### src/rtl/vmask_pkg.sv
// Shared opcode, FSM state and result constants for the mask-reduction sequencer.
package vmask_pkg;

  localparam logic MASK_OP_CPOP  = 1'b0;
  localparam logic MASK_OP_FIRST = 1'b1;

  typedef enum logic [1:0] {
    ST_IDLE = 2'd0,
    ST_BUSY = 2'd1,
    ST_WAIT = 2'd2,
    ST_RESP = 2'd3
  } vmask_state_e;

  // vfirst.m result when no active element is set.
  localparam logic [63:0] MASK_NOT_FOUND = '1;

endpackage

### src/rtl/vmask_chunk_scan.sv
// Single-chunk scan: masks bits at or beyond vl, then reports popcount,
// lowest set bit index and a hit flag.
module vmask_chunk_scan #(
  parameter int REQ_DATA_WIDTH  = 64,
  parameter int DATA_WIDTH_BITS = 6,
  parameter int VL_BITS         = 16,
  parameter int BEAT_BITS       = VL_BITS - DATA_WIDTH_BITS + 1
) (
  input  logic [REQ_DATA_WIDTH-1:0]  chunk,
  input  logic [VL_BITS-1:0]         vl,
  input  logic [BEAT_BITS-1:0]       beat,
  output logic [DATA_WIDTH_BITS:0]   cnt,
  output logic [DATA_WIDTH_BITS-1:0] idx,
  output logic                       hit
);

  localparam int REM_BITS = VL_BITS + 2;

  logic signed [REM_BITS-1:0] rem;
  logic [REQ_DATA_WIDTH-1:0]  keep;
  logic [REQ_DATA_WIDTH-1:0]  masked;

  // rem is the number of still-active elements from this chunk's first bit on.
  always_comb begin
    rem = $signed(REM_BITS'(vl)) - $signed(REM_BITS'({beat, {DATA_WIDTH_BITS{1'b0}}}));
    if (rem >= $signed(REM_BITS'(REQ_DATA_WIDTH))) begin
      keep = '1;
    end else if (rem <= 0) begin
      keep = '0;
    end else begin
      keep = ~({REQ_DATA_WIDTH{1'b1}} << rem[DATA_WIDTH_BITS-1:0]);
    end
    masked = chunk & keep;
  end

  always_comb begin
    cnt = '0;
    idx = '0;
    hit = |masked;
    for (int i = 0; i < REQ_DATA_WIDTH; i++) begin
      cnt = cnt + (DATA_WIDTH_BITS+1)'(masked[i]);
    end
    for (int i = REQ_DATA_WIDTH - 1; i >= 0; i--) begin
      if (masked[i]) idx = DATA_WIDTH_BITS'(i);
    end
  end

endmodule

### src/rtl/vmask_reduce_seq.sv
// Multi-beat vcpop.m / vfirst.m sequencer: scan stage s0, accumulate, one-cycle result.
// Handshake: a beat is taken on a cycle where in_valid && in_ready; nothing is buffered.
module vmask_reduce_seq
  import vmask_pkg::*;
#(
  parameter int REQ_DATA_WIDTH  = 64,
  parameter int RESP_DATA_WIDTH = 64,
  parameter int DATA_WIDTH_BITS = 6,
  parameter int VL_BITS         = 16
) (
  input  logic                       clk,
  input  logic                       rst,
  input  logic                       in_valid,
  output logic                       in_ready,
  input  logic                       in_start,
  input  logic                       in_last,
  input  logic                       in_op,
  input  logic [VL_BITS-1:0]         in_vl,
  input  logic [REQ_DATA_WIDTH-1:0]  in_m0,
  output logic                       out_valid,
  output logic [RESP_DATA_WIDTH-1:0] out_data
);

  localparam int BEAT_BITS = VL_BITS - DATA_WIDTH_BITS + 1;

  vmask_state_e               state;
  logic                       op_q;
  logic [VL_BITS-1:0]         vl_q;
  logic [BEAT_BITS-1:0]       beat_cnt;
  logic                       s0_valid;
  logic [DATA_WIDTH_BITS:0]   s0_cnt;
  logic [DATA_WIDTH_BITS-1:0] s0_idx;
  logic                       s0_hit;
  logic [BEAT_BITS-1:0]       s0_beat;
  logic [RESP_DATA_WIDTH-1:0] acc;
  logic                       found;
  logic [RESP_DATA_WIDTH-1:0] first;

  logic                       accept;
  logic                       start_beat;
  logic                       op_beat;
  logic [VL_BITS-1:0]         cur_vl;
  logic [BEAT_BITS-1:0]       cur_beat;
  logic [DATA_WIDTH_BITS:0]   scan_cnt;
  logic [DATA_WIDTH_BITS-1:0] scan_idx;
  logic                       scan_hit;
  logic [RESP_DATA_WIDTH-1:0] acc_nxt;
  logic                       found_nxt;
  logic [RESP_DATA_WIDTH-1:0] first_nxt;
  logic [RESP_DATA_WIDTH-1:0] result_nxt;

  assign in_ready   = !rst && (state == ST_IDLE || state == ST_BUSY);
  assign accept     = in_valid && in_ready;
  assign start_beat = accept && in_start;
  // Only start beats open an op from IDLE; in BUSY every beat belongs to the op.
  assign op_beat    = accept && (in_start || state == ST_BUSY);
  assign cur_vl     = in_start ? in_vl : vl_q;
  assign cur_beat   = in_start ? '0 : beat_cnt;

  vmask_chunk_scan #(
    .REQ_DATA_WIDTH (REQ_DATA_WIDTH),
    .DATA_WIDTH_BITS(DATA_WIDTH_BITS),
    .VL_BITS        (VL_BITS),
    .BEAT_BITS      (BEAT_BITS)
  ) u_scan (
    .chunk(in_m0),
    .vl   (cur_vl),
    .beat (cur_beat),
    .cnt  (scan_cnt),
    .idx  (scan_idx),
    .hit  (scan_hit)
  );

  always_comb begin
    acc_nxt   = acc;
    found_nxt = found;
    first_nxt = first;
    if (s0_valid) begin
      acc_nxt = acc + RESP_DATA_WIDTH'(s0_cnt);
      if (!found && s0_hit) begin
        found_nxt = 1'b1;
        first_nxt = RESP_DATA_WIDTH'({s0_beat, s0_idx});
      end
    end
    if (op_q == MASK_OP_FIRST) begin
      result_nxt = found_nxt ? first_nxt : RESP_DATA_WIDTH'(MASK_NOT_FOUND);
    end else begin
      result_nxt = acc_nxt;
    end
  end

  always_ff @(posedge clk) begin
    if (rst) begin
      state     <= ST_IDLE;
      op_q      <= MASK_OP_CPOP;
      vl_q      <= '0;
      beat_cnt  <= '0;
      s0_valid  <= 1'b0;
      s0_cnt    <= '0;
      s0_idx    <= '0;
      s0_hit    <= 1'b0;
      s0_beat   <= '0;
      acc       <= '0;
      found     <= 1'b0;
      first     <= '0;
      out_valid <= 1'b0;
      out_data  <= '0;
    end else begin
      out_valid <= 1'b0;
      s0_valid  <= op_beat;
      if (op_beat) begin
        s0_cnt  <= scan_cnt;
        s0_idx  <= scan_idx;
        s0_hit  <= scan_hit;
        s0_beat <= cur_beat;
      end
      // A restart drops whatever the old op still had in s0.
      if (start_beat) begin
        op_q     <= in_op;
        vl_q     <= in_vl;
        beat_cnt <= BEAT_BITS'(1);
        acc      <= '0;
        found    <= 1'b0;
        first    <= '0;
      end else begin
        acc   <= acc_nxt;
        found <= found_nxt;
        first <= first_nxt;
        if (op_beat && beat_cnt != '1) beat_cnt <= beat_cnt + 1'b1;
      end
      case (state)
        ST_IDLE: if (start_beat) state <= in_last ? ST_WAIT : ST_BUSY;
        ST_BUSY: if (accept && in_last) state <= ST_WAIT;
        ST_WAIT: begin
          out_valid <= 1'b1;
          out_data  <= result_nxt;
          state     <= ST_RESP;
        end
        default: state <= ST_IDLE;
      endcase
    end
  end

endmodule

### config.mk
export PLATFORM = sky130hd
export DESIGN_NAME = vmask_reduce_seq
export DESIGN_NICKNAME = d
export VERILOG_FILES = /design/src/rtl/vmask_pkg.sv /design/src/rtl/vmask_chunk_scan.sv /design/src/rtl/vmask_reduce_seq.sv
export SDC_FILE = /design/constraint.sdc
export NUM_CORES = 1
export LEC_CHECK = 0
export ABC_CLOCK_PERIOD_IN_PS = 42000
export CAP_MARGIN = 20
export CORE_MARGIN = 2
export CORE_UTILIZATION = 60
export DETAILED_ROUTE_END_ITERATION = 16
export GPL_TIMING_DRIVEN = 0
export PLACE_DENSITY_LB_ADDON = 0.15
export SETUP_SLACK_MARGIN = 0.2
export SLEW_MARGIN = 30
export SYNTH_ARGS = -nofsm -noshare
export SYNTH_HDL_FRONTEND = slang
export SYNTH_SLANG_ARGS = --single-unit
### constraint.sdc
create_clock -name clk -period 42 [get_ports clk]
set_input_delay 10.5 -clock clk [delete_from_list [all_inputs] [get_ports clk]]
set_output_delay 10.5 -clock clk [all_outputs]
set_load 0.01 [all_outputs]
; Yosys cells after proc, flatten, opt, wreduce, memory -nomap -nowiden
; Cells that the tools add are included.
[word_totals]
register_bits = 250
input_bits = 86
[classes]
add_sub_neg = 66
magnitude_cmp = 2
eq_ne = 5
shifts = 1
n_mux = 82
n_bitwise = 2
n_reduce_logical = 16
[op_table]
columns = op, count
row1 = $mux 64, 7
row2 = $add 7x1->7, 62
row3 = $mux 6, 64
row4 = $add 64x7->64, 1
row5 = $and 64x64->64, 1
row6 = $not 64->64, 1
row7 = $reduce_or 64->1, 1
row8 = $shl 64x6->64 const A, 1
row9 = $ge 18x8->1 const B, 1
row10 = $le 18x1->1 const B, 1
row11 = $sub 16x17->18, 1
row12 = $mux 16, 1
row13 = $add 11x1->11 const B, 1
row14 = $mux 11, 1
row15 = $ne 11x11->1 const B, 1
row16 = $logic_and 1x1->1, 7
row17 = $mux 2, 3
row18 = $pmux 2 s3, 1
row19 = $mux 1, 5
row20 = $add 1x1->2, 1
row21 = $eq 2x1->1 const B, 1
row22 = $eq 2x2->1 const B, 1
row23 = $logic_not 1->1, 2
row24 = $logic_not 2->1, 1
row25 = 6 further kinds, 7

; Longest topological paths before layout
; Gate-level depths: netlist (run 1).
[logic_depth]
depth_word = 71
depth_mapped = 39
mapped_depth_nobuf = 32

; Modules after synthesis
; A second synthesis (run 1) with hierarchy kept.
[unflattened]
hier_cells = 1932
hier_area_um2 = 15556.2
[modules_own_cells]
columns = mod, n_inst, cells_per_inst, area_each_um2
row1 = vmask_reduce_seq, 1, 1278, 10889.2
row2 = vmask_chunk_scan, 1, 654, 4667.0

; Worst setup path after synthesis (run 1)
; Ideal clock, no wire load.
[synth_timing]
kind = in2out
from = input rst
to = output in_ready
arrival_ns = 10.751
t_required_ns = 31.500
path_slack_ns = 20.749
path_stages = 1
path_cell_list = nor2_1
[synth_via]
elab_chain_len = 2
[synth_lines]
columns = item, line
row1 = "start, declared", vmask_reduce_seq.sv:12  ; input logic rst,
row2 = $logic_not 1->1, vmask_reduce_seq.sv:52  ; assign in_ready = !rst && (state == ST_IDLE || state == ST_BUSY);
row3 = $logic_and 1x1->1, vmask_reduce_seq.sv:52
row4 = "end, declared", vmask_reduce_seq.sv:14  ; output logic in_ready,
; Every way passes these cells.

; Worst setup path after layout (run 1)
; Ends and elaborated chain as after synthesis.

==> impl_metrics.csv, run 1 <==
group,metric,value,unit
status,result_of_the_run,"finished clean",
grt,grt_pass1_wl,78260,um
worst_setup_path,reg2regPathDepth,30,
yosys,ys_seq_area_share,33.01,%
worst_hold_path,timing.hold.worst_endpoint,"out_data[57]",
cells_and_area,filler_cell_count,1856,
clock_tree,clk-insertion-delay-late,500,ps
yosys,syn_avg_cell_area,8.404,sq um
drt,wl_per_cell,21.93,um
clock_tree,tritoncts,"done",
cells_and_area,post_route_cells_drive_above_1_share,6.077,%
clock_tree,post-cts-setup-buffer-count,0,
drt,route.final.wire_length,50900,um
worst_hold_path,min_delay_path_depth,2,
clock_tree,htree_num_levels,1,
worst_setup_path,worstPathMaxFanout,4,
clock_tree,cts_max_path_buffers,3,
cells_and_area,multi_input_comb_area,0.009392,sq mm
clock_tree,post_cts_resize_count,0,
clock_tree,clock_transition_at_path_regs,60,ps
worst_setup_path,worst-endpoint-arrival,11890,ps
placement,port_buffers,150,
placement,dp.final_hpwl,39530,um
floorplan,die_w,163.0,um
flow_run,max-cap-violations,0,
yosys,synth.ff_latch_count,250,
sta,grt_setup_unrepaired,"false",
drt,antenna_left,0,
worst_setup_path,worstSetupPathType,"in -> out",
yosys,synthFlopType,"dfxtp_1",
worst_hold_path,hp-class,"reg -> reg",
floorplan,start_util,60.73,%
yosys,synthesis.area,0.01516,sq mm
power,power.static_leakage,0.007038,uW
drt,detail_route.first_pass.iterations,6,
worst_setup_path,critical-path-max-stage-delay,610,ps
placement,placed_cells_incl_taps,2284,
grt,first_global_vias,14610,
clock_tree,post_cts_hold_buffer_count,0,
floorplan,placement_rows,58,
clock_tree,cts_root_buf,"clkbuf_16",
sta,finClkSkew,12.35,ps
grt,grt_overflow,0,
sta,tightest_slew,991.5,ps
power,ir_worst_vdd,0.2055,mV
yosys,async_flop_share,0,%
drt,avgViaCountPerCell,6.325,
worst_setup_path,cp-start-kind,"primary input",
worst_setup_path,timing.critical_path.required,31500,ps
cells_and_area,register_area,0.005005,sq mm
sta,max_clock_freq,44.67,MHz
yosys,netlist_instances,1804,
sta,period_share,53.30,%
sta,final_max_slew_viol_count,0,
power,pwr_density_cell,79.27,mW/mm^2
sta,setup_tns,0,ps
worst_hold_path,holdCritStartpoint,"out_data[57]",
floorplan,total_die_area,0.02656,sq mm
worst_setup_path,critPathCaptureType,"primary output",
worst_setup_path,rrSetupSlack,31440,ps
yosys,synth.net_count,1984,
placement,gp_congestion,1.056,
drt,route.detailed.drc,0,
cells_and_area,layout.nets,2159,
floorplan,io_pins,152,
sta,hold_viol_final,0,
grt,largest_net_degree_at_the_start_of_global_routing,16,
clock_tree,numClockSinks,250,
grt,initial_antenna_violation_count,0,
yosys,netlist-cell-type-count,90,
cells_and_area,finish.cell_count_without_fillers,2321,
sta,post-route-min-period,22390,ps
floorplan,core,0.02496,sq mm
sta,slew_headroom,33.65,%
yosys,ys.warnings.count,0,
floorplan,die-height,163.0,um
cells_and_area,syn_to_final_growth,17.41,%
worst_setup_path,r2r-start,"vl_q[7]",
worst_setup_path,cp_cell_sequence,"clkdlybuf4s50_1, nor2_1, clkdlybuf4s50_1",
worst_setup_path,critical-path-slowest-cell,"clkdlybuf4s50_1",
worst_setup_path,r2r-end,"s0_cnt[6]",
cells_and_area,antenna_cells,0,
drt,vias,14680,
grt,grt_use_total,38.01,%
clock_tree,tritoncts_buffer_count,23,
drt,initialDrtViolationCount,1350,
worst_setup_path,path_common_cell,"clkdlybuf4s50_1",
sta,setup_viol,0,
yosys,synth_edf_count,0,
==> cell type report <==
| type | instances | share of cell area (%) |
|---|---|---|
| timing repair buffer | 150 | 8.435 |
| clock inverter | 9 | 0.6256 |
| buffer | 99 | 2.397 |
| multi-input combinational | 1365 | 52.76 |
| inverter | 90 | 1.898 |
| tap | 330 | 2.320 |
| clock buffer | 28 | 3.451 |
| sequential | 250 | 28.12 |
==> worst max path at each step <==
stage             start         to  cells past startpoint
2_1_floorplan       rst   in_ready                      1
3_3_place_gp   in_start  s0_cnt[6]                     35
3_5_place_dp   in_start  s0_cnt[6]                     35
4_1_cts             rst   in_ready                      3
5_1_grt        in_start  s0_cnt[6]                     35
6_report            rst   in_ready                      3
==> through the flow <==
step                      setup slack [ps]  hold slack (ps)  area [sq um]  total power (uW)  utilization [%]
after CTS                            19660            438.3         17800              1415            71.31
after detailed placement             19390            429.4         17080              1205            68.40
after global routing                 19140            451.3         17800              1541            71.31
final                                19610            436.0         17800              1411            71.31
after floorplan                      20750            418.4         15160             991.5                -
after global placement               19490            425.2         17080              1180            68.40
==> synth_stat cells, drive strengths merged (6+ instances only) <==
master,instances,area share [%]
nor3,24,0.87
clkbuf,75,1.9
o31ai,11,0.68
nand3,45,1.5
and2,122,5.0
o311ai,15,1.6
o31a,11,0.64
o311a,10,0.66
a211oi,15,0.81
xnor2,44,2.5
fa,56,7.4
nand4,19,0.78
xor2,30,1.7
nand3b,6,0.30
o21a,10,0.50
nand2b,20,0.83
a21o,12,0.59
mux2i,21,1.4
and3,28,1.2
o221ai,33,1.9
or2,7,0.31
a31oi,13,0.54
buf,24,0.96
o211ai,21,1.0
nor2b,16,0.66
nor4,13,0.64
and4,6,0.35
dfxtp,250,33
nor2,157,4.0
mux2,25,1.9
nand2,238,5.9
inv,90,2.2
o21ai,53,1.7
ha,38,3.1
a21oi,141,4.7
a22oi,20,0.99
a221oi,7,0.45
==> layer usage <==
metal	track usage [%]	up-vias	wire, um	part of all wire (%)
met4	30.65	0	4723	9.3
met1	41.73	6931	18490	36
met2	65.93	799	24230	48
li1	-	6678	-	-
met3	5.017	273	3455	6.8
met5	0	-	0	0
==> where the power goes <==
group	internal, uW	leakage, uW	switching (uW)
clock	116	0.000344	88.9
sequential	243	0.00202	4.62
combinational	430	0.00468	528
total	789	0.00704	622
==> registers in the layout, indices dropped and copies added, names as in the netlist <==
signal and cells:
out_data 64, beat_cnt 11, s0_valid 1, s0_beat 11, vl_q 16, out_valid 1
s0_idx 6, op_q 1, s0_hit 1, s0_cnt 7, state 2, acc 64
found 1, first 64
==> placed cells by master, fill, tap and decap left out, types with 13 or more instances in the layout <==
master,n
clkbuf_1,78
and3_1,28
nand2b_1,20
nor3_1,23
nand4_1,19
a31oi_1,13
nor2b_1,16
xor2_1,30
dfxtp_1,250
clkdlybuf4s50_1,150
fa_1,56
mux2_2,24
a211oi_1,13
a21oi_1,139
inv_1,88
clkbuf_16,23
xnor2_1,44
a22oi_1,20
o221ai_1,33
nand2_1,238
buf_1,14
o21ai_0,45
ha_1,38
mux2i_1,21
nor2_1,155
nand3_1,45
o211ai_1,21
and2_1,122
==> critical path, delay by kind of cell <==
kind          cells  cell delay (ps)
buf+inv           2             1080
simple gates      1              300
==> cells by family (layout without fill, tap and decap cells) <==
family          after synthesis  count (layout)  synth area share, %
compound gates              423             423                19.96
xor+xnor                     74              74                4.275
fa+ha+maj                    94              94                10.53
buf+inv                     189             376                5.043
flops                       250             250                33.01
mux                          46              46                3.268
simple gates                728             728                23.92
No activity file was read; power rests on OpenSTA's default activity.
==> inputs of run 2 (changes only) <==
- ABC_CLOCK_PERIOD_IN_PS: 42000 -> 20700
- CORE_UTILIZATION: 60 -> 58
- clock period: 42 -> 20.7 ns (I/O delays scaled with it)
==> run 2 against run 1 <==
Largest power group unchanged. Critical endpoint is now s0_cnt[6]. Sequential share of layout area is 0.065 points higher. Critical path depth is 32 higher. Core utilization is 2.6 points lower. Clock power is 94% higher. Worst setup slack worse by 16000 ps. Highest routed layer unchanged.
==> impl_metrics.csv, run 2 (synthesis gave the netlist of run 1 again) <==
group,metric,value,unit
status,result_of_the_run,"finished clean",
clock_tree,numClockSinks,250,
power,pwr_density_cell,160.7,mW/mm^2
worst_hold_path,hp-class,"reg -> reg",
cells_and_area,post_route_cells_drive_above_1_share,5.871,%
sta,tightest_slew,1075,ps
cells_and_area,reg.largest.list,"acc (64), first (64), out_data (64)",
worst_setup_path,worst-endpoint-arrival,17370,ps
floorplan,start_util,58.68,%
drt,antenna_left,0,
clock_tree,clk-insertion-delay-late,510,ps
sta,final_max_slew_viol_count,0,
grt,fraction_of_met2_tracks_used_by_global_routing,63.94,%
grt,grt_use_total,36.20,%
worst_setup_path,path_common_cell,"fa_1",
worst_setup_path,timing.critical_path.required,21060,ps
cells_and_area,layout.cells.most_common_list,"dfxtp_1 (250), nand2_1 (238), nor2_1 (155)",
sta,grt_setup_unrepaired,"false",
floorplan,placement_rows,59,
grt,initial_antenna_violation_count,0,
clock_tree,cts_max_path_buffers,3,
worst_setup_path,cp-start-kind,"primary input",
sta,period_share,82.16,%
floorplan,total_die_area,0.02745,sq mm
drt,initialDrtViolationCount,1374,
drt,route.final.wire_length,50530,um
floorplan,io_pins,152,
drt,vias,14360,
grt,grt_overflow,0,
worst_setup_path,critical-path-slowest-cell,"a211oi_2",
cells_and_area,layout.nets,2159,
worst_setup_path,worstSetupPathType,"in -> reg",
clock_tree,tritoncts,"done",
sta,slew_headroom,27.56,%
grt,globalRoute.busiestLayer,"met2",
drt,wl_per_cell,21.70,um
placement,port_buffers,150,
floorplan,die_w,165.7,um
cells_and_area,antenna_cells,0,
grt,met1_usage,41.55,%
cells_and_area,syn_to_final_growth,17.14,%
sta,finClkSkew,17.11,ps
sta,setup_tns,0,ps
grt,grt_pass1_wl,79430,um
clock_tree,tritoncts_buffer_count,23,
worst_setup_path,critical-path-max-stage-delay,780,ps
clock_tree,post_cts_hold_buffer_count,0,
worst_setup_path,critPathCaptureType,"flip-flop",
clock_tree,cts_root_buf,"clkbuf_16",
drt,avgViaCountPerCell,6.169,
sta,post-route-min-period,17010,ps
flow_run,max-cap-violations,0,
sta,max_clock_freq,58.80,MHz
floorplan,core,0.02584,sq mm
clock_tree,clock_transition_at_path_regs,60,ps
drt,route.detailed.drc,0,
placement,dp.final_hpwl,39530,um
sta,setup_viol,0,
cells_and_area,mostFrequentLayoutCell,"dfxtp_1",
drt,detail_route.first_pass.iterations,7,
grt,largest_net_degree_at_the_start_of_global_routing,15,
power,total_power,2854,uW
power,power.static_leakage,0.007029,uW
grt,first_global_vias,14570,
clock_tree,post_cts_resize_count,0,
placement,gp_congestion,1.025,
floorplan,die-height,165.7,um
worst_setup_path,worstPathMaxFanout,10,
grt,global_route.usage.met3,4.038,%
sta,hold_viol_final,0,
clock_tree,htree_num_levels,1,
power,ir_worst_vdd,0.8456,mV
clock_tree,post-cts-setup-buffer-count,0,
-- run 2: layout make-up --
class	count	area (sq um)
plain buffers	99	426.7
clock buffers	33	623.1
clock inverters	6	55.05
fillers	2136	8078
inverters	90	337.8
multi-input cells	1365	9392
flip-flops and latches	250	5005
well taps	335	419.2
repair buffers	150	1501
-- run 2: final timing paths --
path	start	endpoint	slack (ps)	depth (start not counted)
worst max-delay path	in_start	s0_cnt[6]	3690	35
worst min-delay path	out_data[45]	out_data[45]	430	2
worst max register to register	vl_q[7]	s0_cnt[6]	10060	30
worst min register to register	out_data[45]	out_data[45]	430	2
-- run 2: per-layer routing --
metal | up-vias | routed length [um]
met5 | - | 0
met3 | 184 | 2902
li1 | 6660 | -
met4 | 0 | 3775
met1 | 6839 | 19120
met2 | 678 | 24730
-- run 2: worst max-delay path: cells and delay by family --
kind | cells | cell delay (ps)
AND/OR/NAND/NOR | 4 | 530
buffers and inverters | 10 | 2990
multiplexers | 1 | 380
adder cells (fa/ha/maj) | 12 | 5530
AO/OA/AOI/OAI | 8 | 2740
-- run 2: power by group --
group,internal [uW],switching [uW]
sequential,494,9.58
combinational,867,1090
clock,221,176
-- run 2: metrics by stage --
| stage | area, sq um | hold slack [ps] | cells | setup WS [ps] | util (%) |
|---|---|---|---|---|---|
| finish | 17760 | 434.9 | 2328 | 3693 | 68.74 |
| global route | 17760 | 459.3 | 2328 | 3192 | 68.74 |
| CTS | 17760 | 439.5 | 2328 | 3856 | 68.74 |
| detailed placement | 17080 | 430.2 | 2289 | 3400 | 66.11 |
| global placement | 17080 | 425.3 | 2289 | 3437 | 66.11 |
| floorplan | 15160 | 418.4 | 1804 | 5049 | - |
